<file path="src/rtl/pix_mux_rr_sched.sv">
// Round-robin scheduler sharing one pixel path among four sources, bursts of up to BURST beats.
// Latency: one arbitration cycle per grant, then one registered beat per cycle.
// Backpressure: beats stall while dout is held and dout_ready is low; the grant is kept unless req drops.
module pix_mux_rr_sched #(
    parameter int WIDTH = 9,
    parameter int BURST = 3
) (
    input  logic             clk,
    input  logic             rst_n,
    input  logic [3:0]       req,
    input  logic [WIDTH-1:0] din_a,
    input  logic [WIDTH-1:0] din_b,
    input  logic [WIDTH-1:0] din_c,
    input  logic [WIDTH-1:0] din_d,
    output logic [3:0]       ack,
    output logic [1:0]       sel,
    output logic [WIDTH-1:0] dout,
    output logic             dout_valid,
    input  logic             dout_ready,
    output logic             busy
);

    localparam logic [0:0] IDLE = 1'b0;
    localparam logic [0:0] XFER = 1'b1;

    logic [0:0]       state;
    logic [1:0]       last_grant;
    logic [3:0]       beat_cnt;
    logic [1:0]       grant_idx;
    logic             grant_any;
    logic [1:0]       cand;
    logic [WIDTH-1:0] din_sel;
    logic             xfer;
    logic             release_grant;

    // Scan upward from the source after the last grant, wrapping 3->0.
    always_comb begin
        grant_any = 1'b0;
        grant_idx = last_grant;
        cand      = last_grant;
        for (int i = 1; i <= 4; i++) begin
            cand = last_grant + 2'(i);
            if (!grant_any && req[cand]) begin
                grant_any = 1'b1;
                grant_idx = cand;
            end
        end
    end

    always_comb begin
        case (sel)
            2'd0:    din_sel = din_a;
            2'd1:    din_sel = din_b;
            2'd2:    din_sel = din_c;
            default: din_sel = din_d;
        endcase
    end

    assign busy          = (state == XFER);
    assign xfer          = busy && req[sel] && (!dout_valid || dout_ready);
    assign ack           = xfer ? (4'b0001 << sel) : 4'b0000;
    assign release_grant = (xfer && (beat_cnt == 4'(BURST - 1))) || (busy && !req[sel]);

    always_ff @(posedge clk or negedge rst_n) begin
        if (!rst_n) begin
            state      <= IDLE;
            sel        <= 2'd0;
            last_grant <= 2'd3;
            beat_cnt   <= 4'd0;
            dout       <= '0;
            dout_valid <= 1'b0;
        end else begin
            if (xfer) begin
                dout       <= din_sel;
                dout_valid <= 1'b1;
                beat_cnt   <= beat_cnt + 4'd1;
            end else if (dout_ready) begin
                dout_valid <= 1'b0;
            end

            case (state)
                IDLE: begin
                    if (grant_any) begin
                        sel      <= grant_idx;
                        beat_cnt <= 4'd0;
                        state    <= XFER;
                    end
                end
                default: begin
                    if (release_grant) begin
                        last_grant <= sel;
                        state      <= IDLE;
                    end
                end
            endcase
        end
    end

endmodule

</file>
<file path="config.mk">
export PLATFORM = sky130hd
export DESIGN_NAME = pix_mux_rr_sched
export DESIGN_NICKNAME = d
export VERILOG_FILES = /design/src/rtl/pix_mux_rr_sched.sv
export SDC_FILE = /design/constraint.sdc
export NUM_CORES = 1
export LEC_CHECK = 0
export ABC_AREA = 1
export CAP_MARGIN = 30
export CORE_AREA = 2 2 51 88
export CTS_CLUSTER_DIAMETER = 30
export DETAILED_ROUTE_END_ITERATION = 10
export DIE_AREA = 0 0 53 90
export GPL_TIMING_DRIVEN = 1
export PLACE_DENSITY = 0.72
export SYNTH_ARGS = -nofsm -noshare
export SYNTH_HDL_FRONTEND = slang
export SYNTH_SLANG_ARGS = --single-unit
</file>
<file path="constraint.sdc">
create_clock -name clk -period 1.6 [get_ports clk]
set_input_delay 0.4 -clock clk [delete_from_list [all_inputs] [get_ports clk]]
set_output_delay 0.4 -clock clk [all_outputs]
set_load 0.03 [all_outputs]
</file>
=== Word level (Yosys, flattened, before mapping) ===
Index checks and enable logic that the tools add are counted.

* Flip-flop bits (word level): 19
* Latch bits: 0
* Memory bits (writable): 0
* Bits in read-only memories: 0
* Input port bits: 43
* Output and inout port bits: 17
* Word-level logic and storage cells: 66
* Memories kept: 0

* Add/subtract/negate cells: 4
* $mul: 0
* Div/mod/pow operators: 0
* Order comparisons: 5
* Equal/unequal tests: 3
* Shift-type cells: 1
* Multiplexer cells: 28
* Bitwise logic cells: 1
* Reductions and logical operators: 18

{| class="wikitable"
|+ Operator list
! cell !! count
|-
| one-hot mux 9 bit (3 select lines) || 1
|-
| two-way mux 4 bit || 4
|-
| less-than comparator 2 x 3 -> 1 bit (second input constant) || 5
|-
| two-way mux 1 bit || 14
|-
| binary-select mux 1 bit (select 2 bit) || 5
|-
| two-way mux 2 bit || 4
|-
| logical AND 1 bit || 7
|-
| logical NOT 1 bit || 5
|-
| adder 2 bit (second input constant) || 2
|-
| adder 4 x 1 -> 4 bit (second input constant) || 1
|-
| equality test 4 x 2 -> 1 bit (second input constant) || 1
|-
| AND reduction 2 bit || 2
|-
| << shifter 1 x 2 -> 4 bit (first input constant) || 1
|-
| adder 2 x 1 -> 2 bit (second input constant) || 1
|-
| equality test 2 x 1 -> 1 bit (second input constant) || 1
|-
| equality test 2 bit (second input constant) || 1
|-
| logical NOT 2 bit || 1
|-
| logical OR 1 bit || 2
|-
| nonzero test 2 bit || 1
|-
| NOT 1 bit || 1
|}

=== Longest topological paths before layout ===
Gate-level depths: netlist (run 1).

* Depth in word-level cells: 15
* Depth in mapped cells: 12
* Gate-level depth less buffers: 11

=== Least setup slack after synthesis (run 1) ===
OpenSTA, ideal clock, no wires.

* Path type: flip-flop to output port
* Start point: register sel[0]
* End point: output port ack[0]
* Arrival: 1.706 ns
* Required time: 1.200 ns
* Slack: -0.506 ns
* Stages on the path, launching flop included: 11
* Path buffers: 3
* Cell sequence: dfrtp_1 > buf_6 > inv_2 > nand2_1 > nand2_1 > nand2_1 > nand2_2 > nand3_2 > buf_6 > buf_6 > nor2_1

* Longest elaborated chain between the ends: 5
* Elaborated cells on any way between the ends: 6
* Those cells by class: 1 x shift; 3 x mux; 2 x reduce/logical

{| class="wikitable"
|+ RTL lines
! item !! RTL line !! RTL
|-
| from (decl) || 16 || <nowiki>output logic [1:0] sel,</nowiki>
|-
| from (signal assigned) || 84 || <nowiki>sel <= grant_idx;</nowiki>
|-
| binary-select mux 1 bit (select 2 bit) || 60 || <nowiki>assign xfer = busy && req[sel] && (!dout_valid || dout_ready);</nowiki>
|-
| two-way mux 1 bit (not written as such) || 60 ||
|-
| logical AND 1 bit (2 in series) || 60 ||
|-
| two-way mux 4 bit * || 61 || <nowiki>assign ack = xfer ? (4'b0001 << sel) : 4'b0000;</nowiki>
|-
| to (decl) || 15 || <nowiki>output logic [3:0] ack,</nowiki>
|}

Every way passes the cells marked *; elsewhere a longest branch is shown, timed or not. The select of a mux whose other input is x is not followed.

=== Worst setup path in the final report (run 1) ===
* Start point: register sel[0]
* End point: output port ack[3]

Same word-level chain as after synthesis.

==> metrics.cfg, run 1 <==
[run_status]
status=finished, violations left
violations=negative setup slack

[power]
power.total_mw=4.12
irDropWorstVdd_uv=1010
combPwrFrac=0.702
sw_frac_of_total=0.499
p_clk_frac=0.082
seqPwrFrac=0.216
p_leak_nw=1.14
intPower_mw=2.06
power_density_nw_per_um2=1810
p_switching_mw=2.05

[clock_network]
numCtsBuffers=3
root_buffer=clkbuf_8
cts.sinks=19
ctsHoldBuffers=0
clockBufferDepth=2
cts.reportedPaths.clkPinSlew_ns=0.07
clk_latency_ns=0.26
cts_tree=done
htree_levels=1

[floorplan]
dieArea_um2=4770
fp-row-count=31
core_um2=4070
dieWidth_um=53
die_h_um=90
initial_utilization=0.337
io_pins=60

[synth]
synth-simple-area-share=0.409
netlist_top_cells_area=dfrtp_1, nand2_1, inv_1, nand3_1, nand2_2
ys_seq_elements=19
synth_area_leader_cell=dfrtp_1
synth_most_common_cell=nand2_1
synth_edf_count=0
synth_ff_type=dfrtp_1
synthMuxAreaShare=0
postSynthAreaPerCell_um2=6.70
synthAdderAreaFrac=0.0182
synth_cell_types=25
syn-num-nets=250
netlist.area_leader.share=0.310
synth_top_family_by_area=simple AND/OR/NAND/NOR gates
synth_compound_area_frac=0.111
synthTopCellsByCount=nand2_1, inv_1, dfrtp_1
synthesis.area_um2=1370
synth_xor_area_frac=0.00638
netlist_instances=205
yosysWarnings=0
seq_area_frac_synth=0.348
async_reset_ff_frac=1.00

[grt]
grt_max_degree=20
grtUsageTotal=0.181
antenna_found_initial=0
grt_pass1_vias=1556
grt_pass1_wl_mm=6.59
grt-ovfl-total=0

[hold_path]
hold_path.class=in -> async

[finish]
antenna_cells=0
syn2layout_area_growth_pct=66.1
design_area_um2=2280
drive_gt1_frac=0.255
final_cells=335
nets=332

[timing]
max-slew-margin-rel=0.782
hold_viol_final=0
period_needed_ns=1.88
rsz0062_at_grt=true
fmax_mhz=532
final-setup-viol-count=6
fin_skew_ns=0.00259
layout_setup_ws_ns=-0.280
tightest_slew_ns=0.328
setup_tns_ns=-1.12
slew_viol_final=0
period_share=1.17

[routing]
avgRoutedWirePerCell_um=11.8
drt-total-wl_mm=3.96
firstDrtPassIters=4
drc_errors=0
route.vias.total=1539
via_per_inst=4.59
ant_nets=0
drt_iter0_drc=18

[placed_design]
placedInstanceArea_um2=2140
dp.cells=325
place.gp.congestion=0.746
port_buffers=59
dp_hpwl_mm=3.12
dp_slack_ns=-0.483

[critical_path]
start_kind=register
worstPathRequired_ns=1.20
worstSetupPathType=reg -> out
endpoint_kind=output pin
worstPathArrival_ns=1.48
critical_path.max_fanout=7

[run]
maxCapViolations=0

==> layout by cell type, fill, tap and decap left out <==
cell,n
nand2_1,74
clkdlybuf4s50_1,38
buf_4,22
inv_1,18
nand2_2,17
dfrtp_1,16
dlygate4sd2_1,15
nand3_1,14
a21oi_1,10
o21ai_0,7
inv_2,5
nor2_4,5
nor2_1,5
buf_6,5
o21ai_1,4
nand4_1,3
clkbuf_8,3
o21ai_2,2
nor3_1,2
inv_4,2
nand3_2,2
nand2_4,2
ha_1,2
dfstp_2,2
buf_12,2
nand3_4,1
o21ai_4,1
and2_1,1
xor2_1,1
o31ai_1,1
o221ai_1,1
a21oi_2,1
clkbuf_1,1
dfrtp_2,1
==> routing by layer <==
metal / GRT usage / part of all wire / vias to the layer above
li1: - / - / 804
met1: 0.187 / 0.36 / 674
met2: 0.320 / 0.56 / 54
met3: 0.0565 / 0.064 / 7
met4: 0.0726 / 0.022 / 0
met5: 0 / 0 / -
==> cells by family after synthesis <==
kind of cell               Yosys count
AOI/OAI and AO/OA                   27
buffers and inverters               30
adders and majority gates            2
DFF                                 19
and+or+nand+nor                    126
xor gates and xnor gates             1
==> critical path, cell delays in order, from the launching register on <==
cell and delay, ns:
dfrtp_2 0.45, inv_2 0.07, nand2_1 0.05, nand2_1 0.05, nand2_1 0.05, nand2_2 0.09, nand3_4 0.08, buf_12 0.15
nor2_4 0.08, buf_6 0.13
==> path summary, 6_finish.rpt <==
check,from,end,slack [ns],cells after the start
setup / recovery,sel[0],ack[3],-0.28,9
hold / removal,rst_n,beat_cnt[2],0.47,2
setup reg to reg,last_grant[0],sel[0],-0.02,11
hold reg to reg,dout[0],dout[0],0.49,2
max in group asynchronous,rst_n,last_grant[1],0.87,2
min in group clk,dout[0],dout[0],0.49,2
==> power by group through the flow <==
stage	clock network, mW	logic [mW]	registers (mW)
final	0.338	2.89	0.888
after floorplan	0	1.49	1.13
after CTS	0.352	2.71	0.877
after global routing	0.372	3.18	0.919
after global placement	0	2.71	0.881
after detailed placement	0	2.74	0.880
==> state kept, by name, indices dropped and copies added, names as in the netlist <==
register    cells
dout_valid      1
last_grant      2
dout            9
busy            1
sel             2
beat_cnt        4
==> through the flow <==
stage,utilization,hold slack [ns]
2_1_floorplan,-,0.104
3_3_place_gp,0.526,0.468
3_5_place_dp,0.526,0.478
4_1_cts,0.541,0.470
5_1_grt,0.560,0.491
6_report,0.560,0.466
==> area by class of cell <==
class / count / area (µm²)
well taps: 49 / 61.3
inverters: 25 / 98.8
clock buffers: 4 / 45.0
flip-flops and latches: 19 / 479
multi-input cells: 156 / 822
fillers: 385 / 1790
repair buffers: 82 / 773
==> repair_timing <==
| action | CTS | global route |
|---|---|---|
| pin swaps | 3 | 9 |
| resized for setup | 20 | 20 |
| buffers inserted | 2 | 4 |
| cloned | 0 | 0 |
| endpoints found under the setup margin | 16 | 19 |
No activity file was read; power rests on OpenSTA's default activity.
==> run 2, diff against run 1 <==
--- a/config.mk
+++ b/config.mk
@@ -8,9 +8,11 @@
 export ABC_AREA = 1
 export CAP_MARGIN = 30
 export CORE_AREA = 2 2 51 88
+export CTS_BUF_LIST = sky130_fd_sc_hd__clkbuf_2 sky130_fd_sc_hd__clkbuf_4 sky130_fd_sc_hd__clkbuf_8
 export CTS_CLUSTER_DIAMETER = 30
 export DETAILED_ROUTE_END_ITERATION = 10
 export DIE_AREA = 0 0 53 90
+export GPL_ROUTABILITY_DRIVEN = 0
 export GPL_TIMING_DRIVEN = 1
 export PLACE_DENSITY = 0.72
 export SYNTH_ARGS = -nofsm -noshare
==> metrics.cfg, run 2 (same netlist as run 1, synthesis figures left out) <==
[finish]
final_common_cell=nand2_1
syn2layout_area_growth_pct=66.4
largest_reg_flops=9  ; unchanged
nets=332  ; unchanged
top_regs=dout x9, beat_cnt x4
layout_common_cells=nand2_1, clkdlybuf4s50_1, buf_4, inv_1, nand2_2
drive_gt1_frac=0.259  ; +0.00350
design_area_um2=2280  ; +0.16%
largest-register=dout
n_fill_cell=384  ; -0.26%
antenna_cells=0  ; unchanged

[critical_path]
crit_path_end=ack[3]
critical_path.max_fanout=7  ; unchanged
crit_cells=9  ; unchanged
path_buf_inv=3  ; unchanged
endpoint_kind=output pin
rr_startpoint=last_grant[0]
worstPathRequired_ns=1.20  ; about the same
reg2regPathDepth=11  ; unchanged
crit_path_cell_trace=inv_2 > nand2_1 > nand2_1 > nand2_1 > nand2_2 > nand3_4 > buf_12 > nor2_4 > buf_6
worstPathArrival_ns=1.48  ; about the same
startpoint=sel[0]
slowest_delay_ns=0.45  ; about the same
crit_family=flip-flops
regToRegEndpoint=sel[0]
worstSetupPathType=reg -> out
cpMaxStageDelayCell=dfrtp_2
path_common_cell=nand2_1
ff2ff_setup_slack_ns=-0.02  ; about the same
start_kind=register

[routing]
firstDrtPassIters=4  ; unchanged
drt_iter0_drc=15  ; -3
ant_nets=0  ; unchanged
avgRoutedWirePerCell_um=11.8  ; about the same
drc_errors=0  ; unchanged
route.vias.total=1540  ; +0.065%
drt-total-wl_mm=3.96  ; about the same
via_per_inst=4.60  ; about the same

[clock_network]
ctsHoldBuffers=0  ; unchanged
numCtsBuffers=3  ; unchanged
cts_tree=done
cts.sinks=19  ; unchanged
root_buffer=clkbuf_8
clk_latency_ns=0.26  ; about the same
cts.reportedPaths.clkPinSlew_ns=0.07  ; about the same
clockBufferDepth=2  ; unchanged
htree_levels=1  ; unchanged

[placed_design]
placedInstanceArea_um2=2140  ; unchanged
dp_hpwl_mm=3.12  ; unchanged
port_buffers=59  ; unchanged

[grt]
grt_pass1_vias=1556  ; unchanged
grtUsageTotal=0.181  ; unchanged
busiest_layer=met2
met3_usage=0.0565  ; unchanged
grt_pass1_wl_mm=6.59  ; unchanged
grt-ovfl-total=0  ; unchanged
antenna_found_initial=0  ; unchanged
grt_use_met1=0.187  ; unchanged
grt_max_degree=20  ; unchanged
global_route.usage.met2=0.320  ; unchanged

[timing]
period_needed_ns=1.88  ; +0.000254 ns
max-slew-margin-rel=0.782  ; unchanged
rsz0062_at_grt=true
layout_setup_ws_ns=-0.280  ; -0.000254 ns
period_share=1.17  ; about the same
fmax_mhz=532  ; about the same
final-setup-viol-count=6  ; unchanged
tightest_slew_ns=0.328  ; unchanged
fin_skew_ns=0.00267  ; +0.0000832 ns
hold_slack_ns=0.466  ; -0.000243 ns
slew_viol_final=0  ; unchanged
hold_viol_final=0  ; unchanged

[power]
power_density_nw_per_um2=1810  ; +0.25%
irDropWorstVdd_uv=1010  ; about the same
p_leak_nw=1.14  ; +0.30%
power.total_mw=4.13  ; +0.42%

[run]
maxCapViolations=0  ; unchanged

[floorplan]
io_pins=60  ; unchanged
dieWidth_um=53  ; unchanged
core_um2=4070  ; unchanged
die_h_um=90  ; unchanged
dieArea_um2=4770  ; unchanged
initial_utilization=0.337  ; unchanged
fp-row-count=31  ; unchanged

[run_status]
violations=negative setup slack
status=finished, violations left

[hold_path]
hold_path.class=in -> async

==> run 2: cell counts in the layout (fill, tap and decap cells not counted) <==
Identical to the previous run, type by type.
==> run 2: cell type report <==
class / count / area (µm²) / share of cell area
flip-flops and latches: 19 / 479 / 0.210
clock buffers: 4 / 48.8 / 0.0214
multi-input cells: 156 / 822 / 0.360
inverters: 25 / 98.8 / 0.0433
repair buffers: 82 / 773 / 0.339
well taps: 49 / 61.3 / 0.0268
==> run 2: layer usage <==
metal  vias to the layer above  routed length [µm]
li1                        804                   -
met3                         7                 252
met2                        54                2200
met5                         -                   0
met4                         0                  86
met1                       675                1420
==> run 2: power by group <==
group	switching [mW]	total (mW)	internal, mW
clock	0.161	0.355	0.194
combinational	1.71	2.89	1.18
sequential	0.184	0.887	0.704
total	2.05	4.13	2.08
==> run 2: stage by stage <==
| step | instances | utilization | TNS [ns] | setup WS, ns |
|---|---|---|---|---|
| detailed placement | 325 | 0.526 | -5.49 | -0.483 |
| floorplan | 205 | - | -1.01 | -0.251 |
| global route | 335 | 0.561 | -2.00 | -0.374 |
| finish | 335 | 0.561 | -1.12 | -0.280 |
| global placement | 325 | 0.526 | -5.14 | -0.467 |
| CTS | 331 | 0.542 | -1.11 | -0.285 |
==> run 2: how the worst min path moves through the flow <==
stage,endpoint,cells past startpoint,start
CTS,beat_cnt[2],2,rst_n
global placement,dout[3],2,dout[3]
floorplan,beat_cnt[0],0,rst_n
detailed placement,dout[7],2,dout[7]
global route,beat_cnt[3],2,rst_n
finish,beat_cnt[2],2,rst_n
==> run 2: what timing repair did <==
item | CTS | global route
setup buffers | 2 | 4
pin swaps | 3 | 9
setup endpoints to repair | 16 | 19
gates resized for setup | 20 | 20
==> run 2: worst register-to-register path, cell delays in order (launching register included) <==
cell and delay [ns]:
dfstp_2 0.61, inv_4 0.08, nand2_2 0.08, nand2_2 0.08
nand2_2 0.08, nand2_2 0.07, nor2_4 0.13, nand3_2 0.11
nand2_4 0.14, inv_2 0.04, nand2_1 0.04, nand2_1 0.04
==> run 3, diff against run 2 <==
--- a/config.mk
+++ b/config.mk
@@ -15,6 +15,7 @@
 export GPL_ROUTABILITY_DRIVEN = 0
 export GPL_TIMING_DRIVEN = 1
 export PLACE_DENSITY = 0.72
+export SLEW_MARGIN = 10
 export SYNTH_ARGS = -nofsm -noshare
 export SYNTH_HDL_FRONTEND = slang
 export SYNTH_SLANG_ARGS = --single-unit
==> results of run 3 <==
The final DEF is identical to that of run 2; final timing and power are the same.
==> RTL change (settings of run 1) <==
Make the reset (`rst_n`) synchronous in one clocked block.
--- a/src/rtl/pix_mux_rr_sched.sv
+++ b/src/rtl/pix_mux_rr_sched.sv
@@ -63,3 +63,3 @@
 
-    always_ff @(posedge clk or negedge rst_n) begin
+    always_ff @(posedge clk) begin
         if (!rst_n) begin
Behaviour: differs if rst_n is asserted again (counterexample within 4 cycles, from zero or initial values and one cycle with rst_n low); with rst_n held inactive, the same outputs for 10 cycles.
==> RTL change against run 1 <==
  * The run still ends with setup timing left
  * Total power shrank 25%
  * Sequential share of layout area decreased by 4.2 points
  * Wire length up 12%
  * Area after synthesis up 4.0%
  * Sequential cell count unchanged
  * Highest routed layer unchanged
  * Non-clock buffer count is 4 higher
  * Cell area rose by 1.3%
  * Setup slack lost 9.4 ps
==> RTL change: results <==
metrics = {
    "outcome": {
        "status": "finished with violations",
        "violations": "setup timing",
    },
    "timing": {
        "whs_ps": 519,
        "finalSetupViolCount": 17,
        "timing.final.ws_setup_ps": -289,
        "tns_ps": -2300,
        "finClkSkew_ps": 6.03,
        "max_slew_margin_pct": 75.5,
    },
    "routing": {
        "viasPerCell": 4.81,
        "finalWirelength_um": 4450,
        "first_iter_violations": 39,
        "num_vias": 1740,
    },
    "power_and_ir_drop": {
        "pwr-share-seq_pct": 22.5,
        "leakage_nw": 1.14,
        "peakVddDrop_v": 0.00101,
        "swShare_pct": 47.0,
        "p_sw_mw": 1.45,
        "powerComb_mw": 2.06,
    },
    "yosys": {
        "avgSynthCellArea_um2": 6.13,
        "synthArstFlopShare_pct": 0,
        "ys_seq_area_share_pct": 26.6,
        "synth_nets": 278,
        "yosys-top-cells-count": "nand2_1, inv_1, nand3_1",
        "synth.area.top_cells": "dfxtp_1, nand2_1, nand3_1",
        "netlist-cell-type-count": 26,
    },
    "worst_setup_path": {
        "rrSetupSlack_ps": -120,
        "critPathCapture": "ack[2]",
        "r2r_end": "dout[5]",
        "r2r_start": "sel[0]",
        "crit_path_top_delay_cell": "dfxtp_4",
        "reg2reg_depth": 12,
        "crit_path_max_fanout": 6,
        "critPathTopFamily": "simple AND/OR/NAND/NOR gates",
    },
    "finish": {
        "nets": 359,
        "drive_above_1_share_pct": 19.2,
        "antenna_cells": 0,
    },
    "placed_design": {
        "hpwlAfterDp_um": 3470,
        "place_congestion": 0.859,
        "dp_slack_ps": -520,
        "place_area_mm2": 0.00218,
        "dp_cells": 352,
    },
    "worst_hold_path": {
        "holdPathStages": 4,
        "hold_class": "reg2reg",
    },
    "grt": {
        "grt_max_degree": 12,
        "grt_pass1_wl_um": 7520,
        "grt_pass1_vias": 1757,
        "track_usage_pct": 20.6,
    },
    "clock_network": {
        "cts_resized": 22,
        "postCtsSetupBuffers": 4,
        "htreeDepth": 1,
        "clkSlewWorstSetupHoldPaths_ps": 70,
    },
}
-- RTL change: final cells by class --
cell class / instances / area, µm²
timing repair buffer: 86 / 790
fill: 412 / 1760
clock inverter: 1 / 5.00
inverter: 26 / 110
sequential: 19 / 388
tap: 49 / 61.3
clock buffer: 3 / 41.3
multi-input combinational: 178 / 915
-- RTL change: per-layer routing --
layer / up-vias / wire length (µm) / part of all wire [%] / track usage, %
met5: - / 0 / 0 / 0
met4: 0 / 174 / 3.9 / 10.3
met3: 14 / 163 / 3.7 / 2.49
met2: 53 / 2510 / 56 / 38.4
met1: 782 / 1610 / 36 / 20.8
li1: 891 / - / - / -
-- RTL change: cell families (layout without fill, tap and decap cells) --
group / after synthesis / after routing / synth area share, %
AO/OA/AOI/OAI: 25 / 25 / 9.55
XOR/XNOR: 2 / 2 / 1.23
adder cells (fa/ha/maj): 2 / 2 / 1.75
buffers and inverters: 36 / 116 / 12.2
flip-flops: 19 / 19 / 26.6
AND/OR/NAND/NOR: 149 / 149 / 48.6
